## src/rtl/ab_pattern_gen.sv

```systemverilog
// ============================================================================
// ab_pattern_gen
// ----------------------------------------------------------------------------
// Purpose:
//   Stimulus driver for the two-input sticky-AND detector. It plays the fixed
//   a/b sequence 11 -> 01 -> 10 -> 00. Each step is held for a programmable
//   number of clock cycles (dwell). The whole four-step sequence is repeated a
//   programmable number of times (reps). A start/busy/done handshake lets a
//   controller launch a run and wait for it to complete.
//
// Ports:
//   clk    in   1        system clock, rising-edge active
//   rst    in   1        asynchronous, active-high reset
//   start  in   1        one-cycle run request, sampled only while idle
//   dwell  in   DWELL_W  cycles per step (0 behaves as 1), latched on start
//   reps   in   REP_W    full sequences per run (0 behaves as 1), latched on start
//   a      out  1        stimulus bit a (registered)
//   b      out  1        stimulus bit b (registered)
//   step   out  2        current step index: 0=11, 1=01, 2=10, 3=00
//   busy   out  1        high for the whole run (4 * dwell * reps cycles)
//   done   out  1        single-cycle pulse in the cycle after the run ends
// ============================================================================
`timescale 1ns/1ps

module ab_pattern_gen #(
    parameter int DWELL_W = 8,
    parameter int REP_W   = 4
) (
    input  logic               clk,
    input  logic               rst,
    input  logic               start,
    input  logic [DWELL_W-1:0] dwell,
    input  logic [REP_W-1:0]   reps,
    output logic               a,
    output logic               b,
    output logic [1:0]         step,
    output logic               busy,
    output logic               done
);

    // ------------------------------------------------------------------------
    // State encoding
    // ------------------------------------------------------------------------
    typedef enum logic [1:0] {
        ST_IDLE = 2'd0,
        ST_RUN  = 2'd1,
        ST_DONE = 2'd2
    } state_e;

    localparam logic [1:0] LAST_STEP = 2'd3;

    // ------------------------------------------------------------------------
    // Registers and their next-state values
    // ------------------------------------------------------------------------
    state_e             state_q,     state_d;
    logic [1:0]         step_q,      step_d;
    logic [DWELL_W-1:0] dwell_cnt_q, dwell_cnt_d;
    logic [REP_W-1:0]   rep_cnt_q,   rep_cnt_d;
    logic [DWELL_W-1:0] dwell_lat_q, dwell_lat_d;
    logic [REP_W-1:0]   reps_lat_q,  reps_lat_d;
    logic               a_q,         a_d;
    logic               b_q,         b_d;
    logic               busy_q,      busy_d;
    logic               done_q,      done_d;

    // ------------------------------------------------------------------------
    // Effective run parameters: a programmed zero behaves as one, so a step
    // is always held at least one cycle and a run always has one sequence.
    // ------------------------------------------------------------------------
    logic [DWELL_W-1:0] eff_dwell;
    logic [REP_W-1:0]   eff_reps;
    logic               dwell_last;
    logic               rep_last;

    assign eff_dwell  = (dwell_lat_q == '0) ? DWELL_W'(1) : dwell_lat_q;
    assign eff_reps   = (reps_lat_q  == '0) ? REP_W'(1)   : reps_lat_q;

    // eff_* >= 1, so subtracting one never wraps and the counters never need
    // to count past the latched value: no overflow is possible.
    assign dwell_last = (dwell_cnt_q == eff_dwell - DWELL_W'(1));
    assign rep_last   = (rep_cnt_q   == eff_reps  - REP_W'(1));

    // ------------------------------------------------------------------------
    // Next-state and output logic
    // ------------------------------------------------------------------------
    // NOTE: every signal written here is given a default first, so no path
    // through the case statement can leave one unassigned and infer a latch.
    always_comb begin
        state_d     = state_q;
        step_d      = step_q;
        dwell_cnt_d = dwell_cnt_q;
        rep_cnt_d   = rep_cnt_q;
        dwell_lat_d = dwell_lat_q;
        reps_lat_d  = reps_lat_q;
        busy_d      = busy_q;
        done_d      = 1'b0;

        unique case (state_q)
            ST_IDLE: begin
                busy_d = 1'b0;
                if (start) begin
                    // Capture the run parameters now; later changes on the
                    // dwell/reps inputs cannot disturb a run in progress.
                    dwell_lat_d = dwell;
                    reps_lat_d  = reps;
                    state_d     = ST_RUN;
                    step_d      = 2'd0;
                    dwell_cnt_d = '0;
                    rep_cnt_d   = '0;
                    busy_d      = 1'b1;
                end
            end

            ST_RUN: begin
                // start is deliberately not examined here: requests while
                // busy are dropped, not queued.
                if (dwell_last) begin
                    dwell_cnt_d = '0;
                    if (step_q == LAST_STEP) begin
                        if (rep_last) begin
                            // Final dwell of the final sequence: leave RUN
                            // so busy covers exactly 4*dwell*reps cycles.
                            state_d = ST_DONE;
                            step_d  = 2'd0;
                            busy_d  = 1'b0;
                            done_d  = 1'b1;
                        end else begin
                            rep_cnt_d = rep_cnt_q + REP_W'(1);
                            step_d    = 2'd0;
                        end
                    end else begin
                        step_d = step_q + 2'd1;
                    end
                end else begin
                    dwell_cnt_d = dwell_cnt_q + DWELL_W'(1);
                end
            end

            ST_DONE: begin
                // One-cycle completion state; done_d defaults low so the
                // pulse ends on the way back to IDLE.
                state_d = ST_IDLE;
                busy_d  = 1'b0;
                step_d  = 2'd0;
            end

            default: begin
                state_d = ST_IDLE;
                busy_d  = 1'b0;
                step_d  = 2'd0;
            end
        endcase
    end

    // a/b are decoded from the *next* step so that the registered outputs line
    // up with the registered step index. Outside RUN both bits are forced low.
    always_comb begin
        a_d = 1'b0;
        b_d = 1'b0;
        if (state_d == ST_RUN) begin
            unique case (step_d)
                2'd0:    begin a_d = 1'b1; b_d = 1'b1; end
                2'd1:    begin a_d = 1'b0; b_d = 1'b1; end
                2'd2:    begin a_d = 1'b1; b_d = 1'b0; end
                default: begin a_d = 1'b0; b_d = 1'b0; end
            endcase
        end
    end

    // ------------------------------------------------------------------------
    // State register
    // ------------------------------------------------------------------------
    // NOTE: sequential state uses non-blocking assignments so every register
    // samples its _d value from before the edge, independent of statement order.
    always_ff @(posedge clk or posedge rst) begin
        if (rst) begin
            state_q     <= ST_IDLE;
            step_q      <= 2'd0;
            dwell_cnt_q <= '0;
            rep_cnt_q   <= '0;
            dwell_lat_q <= '0;
            reps_lat_q  <= '0;
            a_q         <= 1'b0;
            b_q         <= 1'b0;
            busy_q      <= 1'b0;
            done_q      <= 1'b0;
        end else begin
            state_q     <= state_d;
            step_q      <= step_d;
            dwell_cnt_q <= dwell_cnt_d;
            rep_cnt_q   <= rep_cnt_d;
            dwell_lat_q <= dwell_lat_d;
            reps_lat_q  <= reps_lat_d;
            a_q         <= a_d;
            b_q         <= b_d;
            busy_q      <= busy_d;
            done_q      <= done_d;
        end
    end

    // ------------------------------------------------------------------------
    // Outputs: straight from registers, no combinational paths from inputs.
    // ------------------------------------------------------------------------
    assign a    = a_q;
    assign b    = b_q;
    assign step = step_q;
    assign busy = busy_q;
    assign done = done_q;

endmodule

```

## config.mk

```make
export PLATFORM = sky130hd
export DESIGN_NAME = ab_pattern_gen
export DESIGN_NICKNAME = d
export VERILOG_FILES = /design/src/rtl/ab_pattern_gen.sv
export SDC_FILE = /design/constraint.sdc
export NUM_CORES = 1
export LEC_CHECK = 0
export CELL_PAD_IN_SITES_DETAIL_PLACEMENT = 1
export CELL_PAD_IN_SITES_GLOBAL_PLACEMENT = 1
export CORE_AREA = 4 4 76 78
export DETAILED_ROUTE_END_ITERATION = 6
export DIE_AREA = 0 0 80 82
export PLACE_DENSITY_LB_ADDON = 0.08
export REMOVE_ABC_BUFFERS = 1
export SYNTH_ARGS = -nofsm -noshare
export SYNTH_HDL_FRONTEND = slang
export SYNTH_SLANG_ARGS = --single-unit
```

## constraint.sdc

```tcl
create_clock -name clk -period 3.12 [get_ports clk]
set_input_delay 0.624 -clock clk [delete_from_list [all_inputs] [get_ports clk]]
set_output_delay 0.624 -clock clk [all_outputs]
set_load 0.005 [all_outputs]
```

## Word-level counts from Yosys, hierarchy flattened

Index checks and enable logic that the tools add are counted.

- Register bits after elaboration: 32
- Input bits: 15
- Output and inout bits: 6
- Word-level logic and storage cells: 70

- Add/subtract/negate cells: 5
- Eq/ne operators: 12
- Multiplexer cells: 32
- Reductions and logical operators: 11

Operators with widths:

| cell | number |
|---|---|
| 2-to-1 mux 8 bit | 3 |
| 2-to-1 mux 4 bit | 5 |
| one-hot mux 8 bit (2 select lines) | 1 |
| 2-to-1 mux 2 bit | 7 |
| 2-to-1 mux 1 bit | 12 |
| inequality test 2 bit (second input constant) | 5 |
| adder 8 x 1 -> 8 bit (second input constant) | 1 |
| == test 8 bit | 1 |
| zero test 8 bit | 1 |
| one-hot mux 2 bit (2 select lines) | 2 |
| one-hot mux 4 bit (2 select lines) | 1 |
| subtractor 8 x 1 -> 8 bit (second input constant) | 1 |
| == test 2 x 1 -> 1 bit (second input constant) | 3 |
| AND reduction 5 bit | 1 |
| adder 4 x 1 -> 4 bit (second input constant) | 1 |
| == test 2 bit (second input constant) | 2 |
| == test 4 bit | 1 |
| zero test 2 bit | 2 |
| zero test 4 bit | 1 |
| AND reduction 2 bit | 2 |
| OR reduction 2 bit | 2 |
| subtractor 4 x 1 -> 4 bit (second input constant) | 1 |
| AND reduction 3 bit | 1 |
| adder 2 x 1 -> 2 bit (second input constant) | 1 |
| other kinds (2) | 2 |

## Longest topological paths before layout

Gate-level depths: netlist of run 1.

- Depth after elaboration: 10
- Depth in mapped cells: 10
- Depth with buffers taken out: 10

## Worst setup path before layout of run 1

No wires, ideal clock.

- Path kind: register to register
- From: register dwell_lat_q[2]
- To: register a_q, in the netlist a
- Setup time: 73 ps
- Arrival: 2916 ps
- Data required time: 3047 ps
- Path slack: 131 ps
- Cell stages (with the launch flop): 11
- Buffers on the path: 0
- Period minus slack after synthesis: 2989 ps
- Path through: dfrtp_1 > nor4_1 > a21oi_1 > ha_1 > nor2b_1 > or3_1 > a31o_2 > nor4_2 > nand2_1 > a311oi_1 > nor2b_1

- Longest elaborated chain between the ends: 10
- Elaborated cells between the ends (all ways): 14
- Classes of those cells: add/sub (1); eq/ne (3); mux (7); reduce/logical (3)

RTL lines:

| element | line | RTL |
|---|---|---|
| start: declaration | 59 | `logic [DWELL_W-1:0] dwell_lat_q, dwell_lat_d;` |
| start signal: assignment | 192 | `dwell_lat_q <= dwell_lat_d;` |
| zero test 8 bit | 75 | `assign eff_dwell = (dwell_lat_q == '0) ? DWELL_W'(1) : dwell_lat_q;` |
| 2-to-1 mux 8 bit (*) | 75 |  |
| subtractor 8 x 1 -> 8 bit (*) | 80 | `assign dwell_last = (dwell_cnt_q == eff_dwell - DWELL_W'(1));` |
| == test 8 bit (*) | 80 |  |
| 2-to-1 mux 2 bit | 117 | `if (dwell_last) begin` |
| one-hot mux 2 bit (2 select lines) | 98 | `unique case (state_q)` |
| == test 2 bit or zero test 2 bit (tied branches) | 161 | `unique case (step_d)` |
| OR reduction 2 bit (no line) | -- |  |
| 2-to-1 mux 1 bit | 161 |  |
| 2-to-1 mux 1 bit (*) | 160 | `if (state_d == ST_RUN) begin` |
| named net a_d | 61 | `logic a_q, a_d;` |
| end signal: assignment | 183 | `a_q <= 1'b0;` |
| end signal: assignment | 194 | `a_q <= a_d;` |
| end: declaration | 61 |  |

The timed path passes the listed nets; every way through them passes the cells marked *.
A chain may end at the register's enable or synchronous reset.

## Worst setup path after layout of run 1

- From: register dwell_lat_q[3]
- To: register a_q, in the netlist a

Same word-level chain as after synthesis.

==> results of run 1 <==
flip-flops by register name (all words and copies together), names as in the netlist:
signal	count
a	1
state_q	2
busy	1
dwell_lat_q	8
b	1
reps_lat_q	4
step	2
dwell_cnt_q	8
rep_cnt_q	4
done	1
metrics by stage:
| stage | utilization [%] | area [sq um] | instances | hold WS [ns] |
|---|---|---|---|---|
| finish | 46.5 | 2360 | 313 | 0.520 |
| global route | 46.5 | 2360 | 313 | 0.580 |
| global placement | 44.3 | 2250 | 305 | 0.487 |
| detailed placement | 44.3 | 2250 | 305 | 0.507 |
| floorplan | - | 1900 | 207 | 0.479 |
| CTS | 46.1 | 2340 | 313 | 0.529 |
final cells by class:
type | count | area, sq um
multi-input cells | 167 | 1090
inverters | 8 | 30.0
clock inverters | 2 | 10.0
clock buffers | 6 | 82.6
flip-flops and latches | 32 | 801
repair buffers | 28 | 260
well taps | 70 | 87.6
fillers | 608 | 2710
repair_timing:
item,4_1_cts,5_1_grt
hold endpoints to repair,0,0
buffers inserted,0,0
resized for setup,0,3
hold buffers,0,0
setup endpoints to repair,0,11
tightest hold or removal path, stage by stage, from the launching register on:
cell	delay, ns
sky130_fd_sc_hd__dfrtp_1	0.35
sky130_fd_sc_hd__nor2_1	0.05
sky130_fd_sc_hd__nor2_1	0.08
Yosys cell counts (2+ instances only):
cell / count / area, sq um
sky130_fd_sc_hd__ha_1: 5 / 62.6
sky130_fd_sc_hd__clkbuf_1: 6 / 22.5
sky130_fd_sc_hd__nor3_1: 3 / 15.0
sky130_fd_sc_hd__or2_2: 2 / 12.5
sky130_fd_sc_hd__nand2_1: 42 / 158
sky130_fd_sc_hd__xor2_1: 5 / 43.8
sky130_fd_sc_hd__o311ai_2: 2 / 32.5
sky130_fd_sc_hd__nor4_1: 5 / 31.3
sky130_fd_sc_hd__o32ai_1: 2 / 17.5
sky130_fd_sc_hd__and2_1: 2 / 12.5
sky130_fd_sc_hd__o21ai_1: 2 / 10.0
sky130_fd_sc_hd__xnor2_1: 6 / 52.6
sky130_fd_sc_hd__nand2b_1: 2 / 12.5
sky130_fd_sc_hd__nand4_1: 5 / 31.3
sky130_fd_sc_hd__nand3_1: 11 / 55.1
sky130_fd_sc_hd__o21ai_0: 8 / 40.0
sky130_fd_sc_hd__nor3_2: 2 / 20.0
sky130_fd_sc_hd__inv_1: 7 / 26.3
sky130_fd_sc_hd__dfrtp_1: 32 / 801
sky130_fd_sc_hd__a22o_1: 2 / 17.5
sky130_fd_sc_hd__nand4b_1: 2 / 17.5
sky130_fd_sc_hd__a211oi_1: 3 / 22.5
sky130_fd_sc_hd__nor2_1: 18 / 67.6
sky130_fd_sc_hd__a21oi_1: 5 / 25.0
sky130_fd_sc_hd__nor2b_1: 6 / 37.5
sky130_fd_sc_hd__a32o_1: 2 / 20.0
where the power goes:
part / switching, mW / internal (mW) / total [mW]
Sequential: 0.146 / 0.513 / 0.659
Combinational: 0.325 / 0.328 / 0.654
Clock: 0.164 / 0.176 / 0.340
Total: 0.635 / 1.02 / 1.65
final timing paths:
kind,end,cells past startpoint
worst max-delay path,a,10
worst min-delay path,busy,2
worst min register to register,busy,2
min in group asynchronous,reps_lat_q[3],3
max in group asynchronous,state_q[1],3
worst max register to register,a,10
cells by family after synthesis:
| logic type | after synthesis | synth area share (%) |
|---|---|---|
| flops | 32 | 41.6 |
| mux | 1 | 0.521 |
| compound gates | 39 | 16.8 |
| fa+ha+maj | 5 | 3.25 |
| xor+xnor | 11 | 5.01 |
| simple gates | 111 | 30.1 |
| buf+inv | 14 | 2.73 |
routing by layer:
| layer | track usage (%) | vias up |
|---|---|---|
| met5 | 0 | - |
| met4 | 4.73 | 0 |
| met3 | 4.28 | 6 |
| met2 | 31.9 | 18 |
| met1 | 21.3 | 870 |
| li1 | - | 817 |
==> results_tabular.tex, run 1 <==
\begin{tabular}{lr}
\hline
Metric & Value \\
\hline
\multicolumn{2}{l}{\textbf{Run status}} \\
Status & completed \\
\multicolumn{2}{l}{\textbf{Drt}} \\
Met3 wire length & 143 microns \\
Routed len/inst & 16.7 microns \\
Top metal layer carrying routed signals & met4 \\
First DRT Iteration DRCs & 73 \\
Drt total wl & 5.22 mm \\
Count of unresolved DRC violations after routing & 0 \\
Initial DRT Pass Iterations & 4 \\
Detail-routed via count per cell & 5.47 \\
Post-DRT Antenna Nets & 0 \\
Detailed-routed wire length on met2 & 2.70 mm \\
Total routed wire length on the met1 layer & 2.31 mm \\
Number of vias after detailed routing & 1711 \\
\multicolumn{2}{l}{\textbf{Clock network}} \\
CTS root buf & sky130\_fd\_sc\_hd\_\_clkbuf\_8 \\
Source-to-sink clock delay at the later pin of the worst-skew pair & 0.29 ns \\
CTS H-Tree Depth & 2 \\
Number of buffers between clock root and the deepest sink & 2 \\
Clock tree from TritonCTS & yes \\
CTS sink cnt & 32 \\
CTS clk-pin slew, worst paths & 0.07 ns \\
Cts bufs inserted & 5 \\
\multicolumn{2}{l}{\textbf{Timing}} \\
Clock tree skew after final layout & 0.00387 ns \\
Number of max-slew violations in the final report & 0 \\
Slew at the pin closest to its max-slew limit & 1.21 ns \\
Maximum achievable frequency & 0.341 GHz \\
Final-layout setup total negative slack & 0 ns \\
Post-layout min period & 2.93 ns \\
Relative slew slack & 18.7\% \\
Final hold violation count & 0 \\
Setup repair after global routing missed its margin & no \\
Post-route worst setup slack & 0.188 ns \\
Finish-stage setup viols & 0 \\
Period utilization & 94.0\% \\
\multicolumn{2}{l}{\textbf{Critical path}} \\
Highest cell delay on the worst timing path & 0.46 ns \\
Worst Path Max Fanout & 6 \\
Data required time of the critical path & 3.34 ns \\
Family with the most delay on the worst path & simple AND/OR/NAND/NOR gates \\
Arrival time of the worst setup path & 3.15 ns \\
Worst path slowest cell & sky130\_fd\_sc\_hd\_\_dfrtp\_1 \\
Reg2reg setup slack & 0.19 ns \\
Worst setup path startpoint & dwell\_lat\_q[3] \\
Critical path startpoint category & flop \\
Worst setup path class & reg2reg \\
Worst path cell trace & nor4\_2, a21oi\_1, ha\_1, nor2b\_1, or3\_1, a31o\_2, nor4\_4, nand2\_1, a311oi\_2, nor2b\_1 \\
Cell with the most instances on the worst path & sky130\_fd\_sc\_hd\_\_nor2b\_1 \\
R2r startpoint & dwell\_lat\_q[3] \\
Buffer and inverter count on the worst path & 0 \\
Crit path capture type & flop \\
\multicolumn{2}{l}{\textbf{Floorplanning}} \\
Die Y-Extent & 82 microns \\
Area of the core & 5070 sq um \\
Die Footprint & 6560 sq um \\
Starting Density & 37.9\% \\
Cell Rows & 26 \\
Horizontal extent of the die & 80 microns \\
Ports placed on the boundary & 21 \\
\multicolumn{2}{l}{\textbf{Final layout}} \\
Area growth from synthesis to layout & 22.8\% \\
Most frequent cells in the layout & sky130\_fd\_sc\_hd\_\_nand2\_1 (42), sky130\_fd\_sc\_hd\_\_dfrtp\_1 (32), sky130\_fd\_sc\_hd\_\_clkdlybuf4s50\_1 (20), sky130\_fd\_sc\_hd\_\_nor2\_1 (18), sky130\_fd\_sc\_hd\_\_nand3\_1 (11) \\
\# diodes & 0 \\
Fraction of final layout cells with drive strength greater than 1 & 14.0\% \\
Commonest non-fill, non-tap cell in the layout & sky130\_fd\_sc\_hd\_\_nand2\_1 \\
Final layout net count & 262 \\
\multicolumn{2}{l}{\textbf{Yosys}} \\
Combined area of all synthesized cells & 1920 sq um \\
Cell count after synthesis & 213 \\
\#FFs+latches synth & 32 \\
Part of the Yosys area used for sequential elements & 41.6\% \\
Yosys warning total & 0 \\
Most instantiated flip-flop cell in the synthesis netlist & sky130\_fd\_sc\_hd\_\_dfrtp\_1 \\
Mean cell area of the mapped netlist & 9.03 sq um \\
Count of distinct cell types in the synthesized netlist & 52 \\
Number of synthesized flops with an enable pin & 0 \\
Share of synthesized registers carrying an async set or reset & 100\% \\
\multicolumn{2}{l}{\textbf{Power and ir drop}} \\
PnR Total Power & 1.65 mW \\
Standby leakage power & 1.02 nW \\
Power density over the cells & 699 nW/um\^{}2 \\
Worst ir drop on vdd & 0.000340 V \\
\multicolumn{2}{l}{\textbf{Worst hold path}} \\
Worst min-delay path class & reg2reg \\
Launch instance of the worst min-delay path & busy \\
\multicolumn{2}{l}{\textbf{Placement}} \\
HPWL after detailed placement & 3.88 mm \\
Minimum setup slack after placement & 0.104 ns \\
Count of input and output buffers & 20 \\
Global placement routability congestion & 0.783 \\
\multicolumn{2}{l}{\textbf{Global route}} \\
Vias in the first global route & 1902 \\
Overflow after GRT & 0 \\
Initial antenna violation count & 0 \\
Maximum number of pins on one net before global-route repair & 33 \\
Overall Global Routing Usage & 17.8\% \\
Global-route wire length before repair & 9.08 mm \\
\multicolumn{2}{l}{\textbf{Job}} \\
Number of maximum-capacitance violations & 0 \\
\hline
\end{tabular}
No activity file was read; power rests on OpenSTA's default activity.
==> inputs of run 2 (changes only) <==
Settings changed: ABC_AREA set to 1, CORE_AREA 4 4 76 78 to 4 4 77 79, CTS_CLUSTER_SIZE set to 25, DIE_AREA 0 0 80 82 to 0 0 81 83.
==> results_tabular.tex, run 2 <==
\begin{tabular}{lr}
\hline
Metric & Value \\
\hline
\multicolumn{2}{l}{\textbf{Clock network}} \\
Count of instances resized after the clock tree is built & 0 (unchanged) \\
Clock tree from TritonCTS & yes \\
CTS clk-pin slew, worst paths & 0.07 ns (about the same) \\
Cts bufs inserted & 5 (unchanged) \\
CTS H-Tree Depth & 2 (unchanged) \\
Number of buffers between clock root and the deepest sink & 2 (unchanged) \\
Source-to-sink clock delay at the later pin of the worst-skew pair & 0.28 ns (about the same) \\
CTS root buf & sky130\_fd\_sc\_hd\_\_clkbuf\_8 \\
Number of buffers inserted to repair setup after CTS & 0 (unchanged) \\
CTS sink cnt & 32 (unchanged) \\
Number of buffers inserted for hold repair after clock tree synthesis & 0 (unchanged) \\
\multicolumn{2}{l}{\textbf{Drt}} \\
Number of vias after detailed routing & 1618 (-5.4\%) \\
Routed len/inst & 13.3 microns (-20\%) \\
First DRT Iteration DRCs & 41 (-44\%) \\
Detail-routed via count per cell & 4.77 (-13\%) \\
Count of unresolved DRC violations after routing & 0 (unchanged) \\
Initial DRT Pass Iterations & 4 (unchanged) \\
Drt total wl & 4.50 mm (-14\%) \\
Post-DRT Antenna Nets & 0 (unchanged) \\
\multicolumn{2}{l}{\textbf{Global route}} \\
Overall Global Routing Usage & 15.4\% (-2.4 points) \\
Vias in the first global route & 1749 (-8.0\%) \\
Global-route wire length before repair & 8.20 mm (-9.6\%) \\
Overflow after GRT & 0 (unchanged) \\
Met1 GRT Util & 21.0\% (-0.34 points) \\
Maximum number of pins on one net before global-route repair & 33 (unchanged) \\
Busiest layer in global routing & met2 \\
Met3 track utilization from global routing & 2.93\% (-1.3 points) \\
Initial antenna violation count & 0 (unchanged) \\
Met2 Use GR & 24.7\% (-7.2 points) \\
\multicolumn{2}{l}{\textbf{Yosys}} \\
Number of synthesized flops with an enable pin & 0 (unchanged) \\
Combined area of all synthesized cells & 1930 sq um (+0.33\%) \\
Most numerous cell in the Yosys netlist & sky130\_fd\_sc\_hd\_\_nand2\_1 \\
Share of synthesized registers carrying an async set or reset & 100\% (unchanged) \\
Top cell type's share of synthesized area & 41.5\% (-0.14 points) \\
Mean cell area of the mapped netlist & 8.01 sq um (-11\%) \\
\#FFs+latches synth & 32 (unchanged) \\
Part of the Yosys area used for sequential elements & 41.5\% (-0.14 points) \\
Cell count after synthesis & 241 (+13\%) \\
Count of distinct cell types in the synthesized netlist & 26 (-50\%) \\
Yosys warning total & 0 (unchanged) \\
Area contributors post-synth & sky130\_fd\_sc\_hd\_\_dfrtp\_1 (42\%), sky130\_fd\_sc\_hd\_\_nand2\_1 (12\%), sky130\_fd\_sc\_hd\_\_nand3\_1 (5.7\%) \\
Commonest cells post-synth & sky130\_fd\_sc\_hd\_\_nand2\_1 (60), sky130\_fd\_sc\_hd\_\_dfrtp\_1 (32), sky130\_fd\_sc\_hd\_\_inv\_1 (24) \\
Library cell with the largest summed area after synthesis & sky130\_fd\_sc\_hd\_\_dfrtp\_1 \\
Most instantiated flip-flop cell in the synthesis netlist & sky130\_fd\_sc\_hd\_\_dfrtp\_1 \\
\multicolumn{2}{l}{\textbf{Critical path}} \\
Buffer and inverter count on the worst path & 2 (+2) \\
Critical path startpoint category & flop \\
Crit path capture type & flop \\
Worst setup path class & reg2reg \\
Family with the most delay on the worst path & simple AND/OR/NAND/NOR gates \\
Worst path cell trace & inv\_2, nand2\_1, nor2\_4, nand2\_4, nand2\_2, inv\_1, ha\_1, xnor2\_1, xor2\_1, nand3\_1, nor2\_4, nand2\_4, nand2\_4, nand2\_4, nor2\_4, nor2\_1 \\
Arrival time of the worst setup path & 2.72 ns (-0.43 ns) \\
Data required time of the critical path & 3.29 ns (-0.05 ns) \\
Worst Path Max Fanout & 8 (+2) \\
Worst path slowest cell & sky130\_fd\_sc\_hd\_\_dfrtp\_1 \\
Highest cell delay on the worst timing path & 0.44 ns (-0.02 ns) \\
Cell with the most instances on the worst path & sky130\_fd\_sc\_hd\_\_nand2\_4 \\
\multicolumn{2}{l}{\textbf{Final layout}} \\
Area occupied by registers & 801 sq um (unchanged) \\
Fraction of final layout cells with drive strength greater than 1 & 12.4\% (-1.6 points) \\
\# diodes & 0 (unchanged) \\
Filler instances & 695 (+14\%) \\
Multi-input combinational cell area & 1000 sq um (-8.4\%) \\
Leading registers by flop count & dwell\_cnt\_q: 8 flops, dwell\_lat\_q: 8 flops \\
Util after Layout & 43.2\% (-3.4 points) \\
Commonest non-fill, non-tap cell in the layout & sky130\_fd\_sc\_hd\_\_nand2\_1 \\
Most frequent cells in the layout & sky130\_fd\_sc\_hd\_\_nand2\_1 (60), sky130\_fd\_sc\_hd\_\_dfrtp\_1 (32), sky130\_fd\_sc\_hd\_\_inv\_1 (24), sky130\_fd\_sc\_hd\_\_nand3\_1 (22), sky130\_fd\_sc\_hd\_\_clkdlybuf4s50\_1 (20) \\
Post-route insts no fill & 339 (+8.3\%) \\
Area growth from synthesis to layout & 19.5\% \\
Post-route standard cell area excluding fillers & 2300 sq um (-2.4\%) \\
Final layout net count & 286 (+9.2\%) \\
\multicolumn{2}{l}{\textbf{Timing}} \\
Maximum achievable frequency & 0.393 GHz (+15\%) \\
Relative slew slack & 55.0\% (+36 points) \\
Post-route worst setup slack & 0.579 ns (+0.391 ns) \\
Clock tree skew after final layout & 0.00335 ns (-0.000514 ns) \\
Final-layout setup total negative slack & 0 ns (unchanged) \\
Setup repair after global routing missed its margin & no \\
Min Hold Slack & 0.479 ns (-0.0411 ns) \\
Slew at the pin closest to its max-slew limit & 0.674 ns (-0.532 ns) \\
Final hold violation count & 0 (unchanged) \\
Number of max-slew violations in the final report & 0 (unchanged) \\
Post-layout min period & 2.54 ns (-0.391 ns) \\
Finish-stage setup viols & 0 (unchanged) \\
Period utilization & 81.5\% (-13 points) \\
\multicolumn{2}{l}{\textbf{Power and ir drop}} \\
Standby leakage power & 1.14 nW (+11\%) \\
PnR Total Power & 1.58 mW (-4.5\%) \\
Worst ir drop on vdd & 0.000271 V (-20\%) \\
Power density over the cells & 685 nW/um\^{}2 (-2.1\%) \\
\multicolumn{2}{l}{\textbf{Floorplanning}} \\
Cell Rows & 27 (+3.8\%) \\
Die Footprint & 6720 sq um (+2.5\%) \\
Horizontal extent of the die & 81 microns (+1.3\%) \\
Starting Density & 36.1\% (-1.7 points) \\
Ports placed on the boundary & 21 (unchanged) \\
Die Y-Extent & 83 microns (+1.2\%) \\
Area of the core & 5340 sq um (+5.2\%) \\
\multicolumn{2}{l}{\textbf{Placement}} \\
Global placement routability congestion & 0.807 (+3.0\%) \\
Cell Count Post-Placement & 331 (+8.5\%) \\
HPWL after detailed placement & 3.57 mm (-8.1\%) \\
Count of input and output buffers & 20 (unchanged) \\
Minimum setup slack after placement & 0.555 ns (+0.452 ns) \\
Total placed instance area & 2210 sq um (-1.5\%) \\
\multicolumn{2}{l}{\textbf{Run status}} \\
Status & completed \\
\multicolumn{2}{l}{\textbf{Worst hold path}} \\
Worst min-delay path class & reg2reg \\
\multicolumn{2}{l}{\textbf{Job}} \\
Number of maximum-capacitance violations & 0 (unchanged) \\
\hline
\end{tabular}
## run 2: kinds of logic after synthesis
group	count (synthesis)	synth area share [%]
simple gates	124	31.6
buf+inv	34	6.68
flops	32	41.5
compound gates	25	7.39
xor+xnor	21	9.53
fa+ha+maj	5	3.24
## run 2: worst paths after layout
| check | start | endpoint | slack (ns) | cells after the start |
|---|---|---|---|---|
| max | dwell_lat_q[4] | a | 0.58 | 16 |
| min | busy | busy | 0.48 | 2 |
| max reg2reg | dwell_lat_q[4] | a | 0.58 | 16 |
| min reg2reg | busy | busy | 0.48 | 2 |
| max in group asynchronous | rst | reps_lat_q[2] | 2.08 | 3 |
| min in group asynchronous | rst | dwell_lat_q[4] | 0.74 | 3 |
## run 2: tightest hold or removal path, delay by kind of cell, from the launching register on
| family | cells | cell delay (ns) |
|---|---|---|
| flops | 1 | 0.35 |
| simple gates | 2 | 0.10 |
## run 2: report_power, final
| part | internal (mW) | switching, mW |
|---|---|---|
| logic | 0.275 | 0.347 |
| clock network | 0.180 | 0.153 |
| registers | 0.518 | 0.106 |
## run 2: cell type report
type                       instances  area share [%]
clock buffer                       8            3.91
inverter                          31            5.05
multi-input combinational        175            43.4
sequential                        32            34.7
tap                               72            3.91
timing repair buffer              21            9.01
## run 2: layer usage
metal	vias to the layer above	part of all wire [%]
met4	0	1.3
met5	-	0
met1	780	49
met2	15	48
li1	817	-
met3	6	2.4
